==> src/rtl/alu_ctrl_pkg.sv <==
// Shared constants for the arbitrated ALU controller: ALU mode codes
// and the controller FSM state encoding.
package alu_ctrl_pkg;

    localparam logic [2:0] MODE_ADD = 3'b000;
    localparam logic [2:0] MODE_SUB = 3'b001;
    localparam logic [2:0] MODE_AND = 3'b010;
    localparam logic [2:0] MODE_OR  = 3'b011;
    localparam logic [2:0] MODE_XOR = 3'b100;
    localparam logic [2:0] MODE_NOT = 3'b101;
    localparam logic [2:0] MODE_INC = 3'b110;
    localparam logic [2:0] MODE_DEC = 3'b111;

    typedef enum logic [1:0] {
        IDLE = 2'd0,
        EXEC = 2'd1,
        RESP = 2'd2
    } state_t;

endpackage

==> src/rtl/alu_arb_ctrl_alu.sv <==
// Shared n-bit combinational ALU (module ALU_n_bit); cb is carry for
// add/inc and borrow for sub/dec, zero for logic ops.
module ALU_n_bit
    import alu_ctrl_pkg::*;
#(
    parameter int n = 4
) (
    input  logic [2:0]   mode,
    input  logic [n-1:0] a,
    input  logic [n-1:0] b,
    input  logic         cin,
    output logic [n-1:0] result,
    output logic         cb
);

    logic [n:0] wide;

    always_comb begin
        wide   = '0;
        result = '0;
        cb     = 1'b0;
        case (mode)
            MODE_ADD: begin
                wide   = {1'b0, a} + {1'b0, b} + {{n{1'b0}}, cin};
                result = wide[n-1:0];
                cb     = wide[n];
            end
            // Borrow appears as the sign bit of the widened difference
            MODE_SUB: begin
                wide   = {1'b0, a} - {1'b0, b} - {{n{1'b0}}, cin};
                result = wide[n-1:0];
                cb     = wide[n];
            end
            MODE_AND: result = a & b;
            MODE_OR:  result = a | b;
            MODE_XOR: result = a ^ b;
            MODE_NOT: result = ~a;
            MODE_INC: begin
                wide   = {1'b0, a} + {{n{1'b0}}, 1'b1};
                result = wide[n-1:0];
                cb     = wide[n];
            end
            default: begin
                wide   = {1'b0, a} - {{n{1'b0}}, 1'b1};
                result = wide[n-1:0];
                cb     = wide[n];
            end
        endcase
    end

endmodule

==> src/rtl/alu_arb_ctrl.sv <==
// Two-requester round-robin front end for a shared ALU_n_bit datapath.
// Define ALU_ARB_CTRL_ZERO_FLAG_EN to add the registered rsp_zero output.
module alu_arb_ctrl
    import alu_ctrl_pkg::*;
#(
    parameter int n = 4
) (
    input  logic         clk,
    input  logic         rst,
    input  logic         req0_valid,
    output logic         req0_ready,
    input  logic [2:0]   req0_mode,
    input  logic [n-1:0] req0_a,
    input  logic [n-1:0] req0_b,
    input  logic         req0_cin,
    input  logic         req0_chain,
    input  logic         req1_valid,
    output logic         req1_ready,
    input  logic [2:0]   req1_mode,
    input  logic [n-1:0] req1_a,
    input  logic [n-1:0] req1_b,
    input  logic         req1_cin,
    input  logic         req1_chain,
    output logic         rsp_valid,
    input  logic         rsp_ready,
    output logic         rsp_id,
    output logic [n-1:0] rsp_result,
    output logic         rsp_cb,
`ifdef ALU_ARB_CTRL_ZERO_FLAG_EN
    output logic         rsp_zero,
`endif
    output logic         busy
);

    state_t       state;
    logic         last;
    logic [1:0]   carry_flag;
    logic [2:0]   op_mode;
    logic [n-1:0] op_a;
    logic [n-1:0] op_b;
    logic         op_cin;
    logic         op_id;
    logic         grant;
    logic         hs;
    logic         arith;
    logic [n-1:0] alu_result;
    logic         alu_cb;

    // Contended grant goes to whoever did not win last time
    always_comb begin
        grant = 1'b0;
        if (req0_valid && req1_valid)
            grant = ~last;
        else
            grant = req1_valid;
    end

    assign req0_ready = (state == IDLE) && req0_valid && !grant;
    assign req1_ready = (state == IDLE) && req1_valid && grant;
    assign hs         = req0_ready || req1_ready;
    assign busy       = (state != IDLE);

    assign arith = (op_mode == MODE_ADD) || (op_mode == MODE_SUB) ||
                   (op_mode == MODE_INC) || (op_mode == MODE_DEC);

    ALU_n_bit #(.n(n)) u_alu (
        .mode   (op_mode),
        .a      (op_a),
        .b      (op_b),
        .cin    (op_cin),
        .result (alu_result),
        .cb     (alu_cb)
    );

    always_ff @(posedge clk or posedge rst) begin
        if (rst) begin
            state      <= IDLE;
            last       <= 1'b1;
            carry_flag <= 2'b00;
            op_mode    <= MODE_ADD;
            op_a       <= '0;
            op_b       <= '0;
            op_cin     <= 1'b0;
            op_id      <= 1'b0;
            rsp_valid  <= 1'b0;
            rsp_id     <= 1'b0;
            rsp_result <= '0;
            rsp_cb     <= 1'b0;
`ifdef ALU_ARB_CTRL_ZERO_FLAG_EN
            rsp_zero   <= 1'b0;
`endif
        end else begin
            case (state)
                IDLE: begin
                    if (hs) begin
                        op_mode <= grant ? req1_mode : req0_mode;
                        op_a    <= grant ? req1_a : req0_a;
                        op_b    <= grant ? req1_b : req0_b;
                        op_cin  <= grant
                            ? (req1_chain ? carry_flag[1] : req1_cin)
                            : (req0_chain ? carry_flag[0] : req0_cin);
                        op_id   <= grant;
                        last    <= grant;
                        state   <= EXEC;
                    end
                end
                EXEC: begin
                    rsp_result <= alu_result;
                    rsp_cb     <= alu_cb;
                    rsp_id     <= op_id;
                    rsp_valid  <= 1'b1;
`ifdef ALU_ARB_CTRL_ZERO_FLAG_EN
                    rsp_zero   <= (alu_result == '0);
`endif
                    if (arith)
                        carry_flag[op_id] <= alu_cb;
                    state <= RESP;
                end
                RESP: begin
                    if (rsp_ready) begin
                        rsp_valid <= 1'b0;
                        state     <= IDLE;
                    end
                end
                default: state <= IDLE;
            endcase
        end
    end

endmodule

==> config.mk <==
export PLATFORM = sky130hd
export DESIGN_NAME = alu_arb_ctrl
export DESIGN_NICKNAME = d
export VERILOG_FILES = /design/src/rtl/alu_ctrl_pkg.sv /design/src/rtl/alu_arb_ctrl_alu.sv /design/src/rtl/alu_arb_ctrl.sv
export SDC_FILE = /design/constraint.sdc
export NUM_CORES = 1
export LEC_CHECK = 0
export ABC_AREA = 1
export BUFFER_PORTS_ARGS = -buffer_cell sky130_fd_sc_hd__buf_2
export CAP_MARGIN = 5
export CORE_MARGIN = 2
export CORE_UTILIZATION = 45
export CTS_CLUSTER_SIZE = 12
export DETAILED_ROUTE_END_ITERATION = 8
export PLACE_DENSITY = 0.68
export SLEW_MARGIN = 40
export SYNTH_ARGS = -nofsm -noshare
export SYNTH_HDL_FRONTEND = slang
export SYNTH_SLANG_ARGS = --single-unit
==> constraint.sdc <==
create_clock -name clk -period 2.9 [get_ports clk]
set_input_delay 0.145 -clock clk [delete_from_list [all_inputs] [get_ports clk]]
set_output_delay 0.145 -clock clk [all_outputs]
set_load 0.02 [all_outputs]
==> metrics <==
Worst-Margin Slew 506 ps; Rel. slew slack 0.662; core box area 4290 sq um; Final Max Slew Viols 0; antenna violations before repair 0; Switching Fraction 0.530; vias in the first global route 1722; RSZ-0062 raised after global routing false; Design Area, Final 2250 sq um; skew final 5.17 ps; clk buf depth 2; synth-to-layout area growth 14.5%; Post-synth top cells nand2_1 (54), inv_1 (38), nor2_1 (31); share of post-route cells with drive strength above 1 0.216; Clk Latency, worst-skew pair 280 ps; row cnt 24; maximum VDD drop 0.542 mV; iteration count of the initial detailed-routing pass 4; DR WL/cell 12.3 um; DR iter-0 viols 101; Netlist cell types 33; H-tree Lvls 1; CTS buffer count 3; cts repair resizes 0; Seq. cell area 627 sq um; Setup-failing EPs final 0; Hold Path Origin rsp_ready; Worst EP required 3060 ps; simple-gate share of the synthesized area 0.281; Main synth FF type dfrtp_1; ranking of synthesized cells by area dfrtp_1 (30%), nand2_1 (10%), ha_1 (10%); Mapped Area 1970 sq um; detailed-route via count 1833; Slowest Stage Delay on Critical Path 530 ps; Starting Density 0.459; Root Driver clkbuf_8; die area 4920 sq um; Routed Antenna Nets 0; critical-path cell list fa_1, inv_1, ha_1, nor2_1, fa_1, inv_1, nor2_1, o21bai_1, nand2_1, nand3_1, nand3_2, nand2_1, o21ai_0; syn nets 318; TritonCTS clock tree built; crit path max fanout 8; Die H 70.2 um; WP data arrival 2640 ps; Gate power share 0.655; most frequent cell after synthesis nand2_1; Crit path max-delay family adder cells; mux cell area share after synthesis 0; Switching Power 1.46 mW; largest net degree at the start of global routing 27; final core utilization 0.525; post-synthesis sequential area ratio 0.318; Multi-input gate area 1130 sq um; Ant. Diodes 0; total track usage 0.199; crit path launch op_a[0]; placed cell area 2200 sq um; fmax 402 MHz; max_cap viols 0; Final Hold Viols 0; drt drc 0; GPL Wtd Cong 1.01; synthesized flop and latch total 25; largest family of logic cells by synthesized area simple AND/OR/NAND/NOR gates; top cell type's share of synthesized area 0.305; Synth Area in XOR/XNOR 0.0133; I/O Buffers 40; Period Utilization, post-route 0.857; die width 70.2 um; number of flops mapped to enable cells by yosys 0; clk sink count 25; vias per std cell 5.12; Leak Pwr 1.18 nW; Post-Synth Adder-Cell Area 0.142; Ys Warns 0; GRT overflow 0; critical path class flip-flop to flip-flop; I/O pin total 41; post-synthesis area per instance 7.38 sq um; Worst setup EP type flip-flop; Crit-path slowest cell fa_1; WL final 4400 um; internal power 1.29 mW; PD cells 1220 nW/um^2; post-synthesis compound-gate area fraction 0.136; Reg clk slew, reported paths 100 ps; clock power share 0.079; clock period minus worst slack 2490 ps; fill cell count 446; crit start category flip-flop; sequential power share 0.266; first-pass GRT wire length 7780 um; run status completed; ys async rst share 1.00; HPWL after detailed placement 3570 um; gate count of the mapped netlist 267; total power 2.75 mW; worst min path class input port to flip-flop; nets@finish 358; worst r2r src op_a[0]; area leader, netlist dfrtp_1; Worst Path Buf+Inv 2; setup TNS 0 ps
kinds of logic (layout without fill, tap and decap cells):
| group | Yosys count | in the layout |
|---|---|---|
| and+or+nand+nor | 122 | 122 |
| buffers and inverters | 52 | 91 |
| AOI/OAI and AO/OA | 45 | 45 |
| DFF | 25 | 25 |
| adders and majority gates | 20 | 20 |
| xor gates and xnor gates | 3 | 3 |
final timing paths:
check,end,slack (ps),cells after the start
hold / removal,state[1],70,2
hold reg to reg,last,480,2
setup reg to reg,carry_flag[1],410,13
min in group asynchronous,state[1],430,3
setup / recovery,carry_flag[1],410,13
max in group asynchronous,last,2110,3
flip-flops by register name, indices dropped and copies added (netlist names):
name / count
rsp_valid: 1
rsp_id: 1
rsp_cb: 1
op_b: 4
op_id: 1
state: 2
rsp_result: 4
op_a: 4
op_mode: 3
last: 1
carry_flag: 2
op_cin: 1
layout make-up:
class,count,share of cell area
Sequential cell,25,0.278
Clock buffer,3,0.0183
Inverter,45,0.0749
Tap cell,52,0.0289
Clock inverter,1,0.00333
Timing Repair Buffer,42,0.0966
Multi-Input combinational cell,190,0.500
metrics by stage:
step,instances,hold WS [ps],worst slack (ps)
global route,358,119,209
detailed placement,353,216,398
finish,358,75.0,414
floorplan,267,172,610
global placement,353,373,501
CTS,358,76.8,398
per-layer routing:
metal  up-vias  share of wire  GRT usage
met5         -              0          0
met4         0         0.0075     0.0513
met3         4          0.045     0.0216
met2        54           0.47      0.333
met1       831           0.47      0.274
li1        944              -          -
what timing repair did:
action                                 in CTS  in global routing
setup buffers                               0                  0
hold buffers                                1                  0
endpoints found under the hold margin      24                  0
cell usage in the layout, fill, tap and decap left out, types with 3 or more instances in the layout:
master | Yosys | routed
inv_1 | 38 | 37
fa_1 | 4 | 4
dfrtp_1 | 24 | 24
nand2_1 | 54 | 54
o21ai_0 | 10 | 10
clkbuf_8 | 0 | 3
nor2_1 | 31 | 31
o22ai_1 | 3 | 3
a21oi_1 | 9 | 9
a31oi_1 | 11 | 11
nand4_1 | 7 | 7
inv_2 | 5 | 6
o21ai_1 | 5 | 5
ha_1 | 16 | 16
buf_2 | 4 | 40
nand3_1 | 16 | 16
or2_2 | 3 | 3
xor2_1 | 3 | 3
power by group through the flow:
stage                     sequential, mW  clock (mW)  combinational [mW]
after floorplan                    0.721           0                1.41
after global routing               0.767       0.237                2.07
after CTS                          0.734       0.225                1.81
after global placement             0.730           0                1.78
final                              0.731       0.219                1.80
after detailed placement           0.742           0                1.80
(Power assumes the default switching activity.)
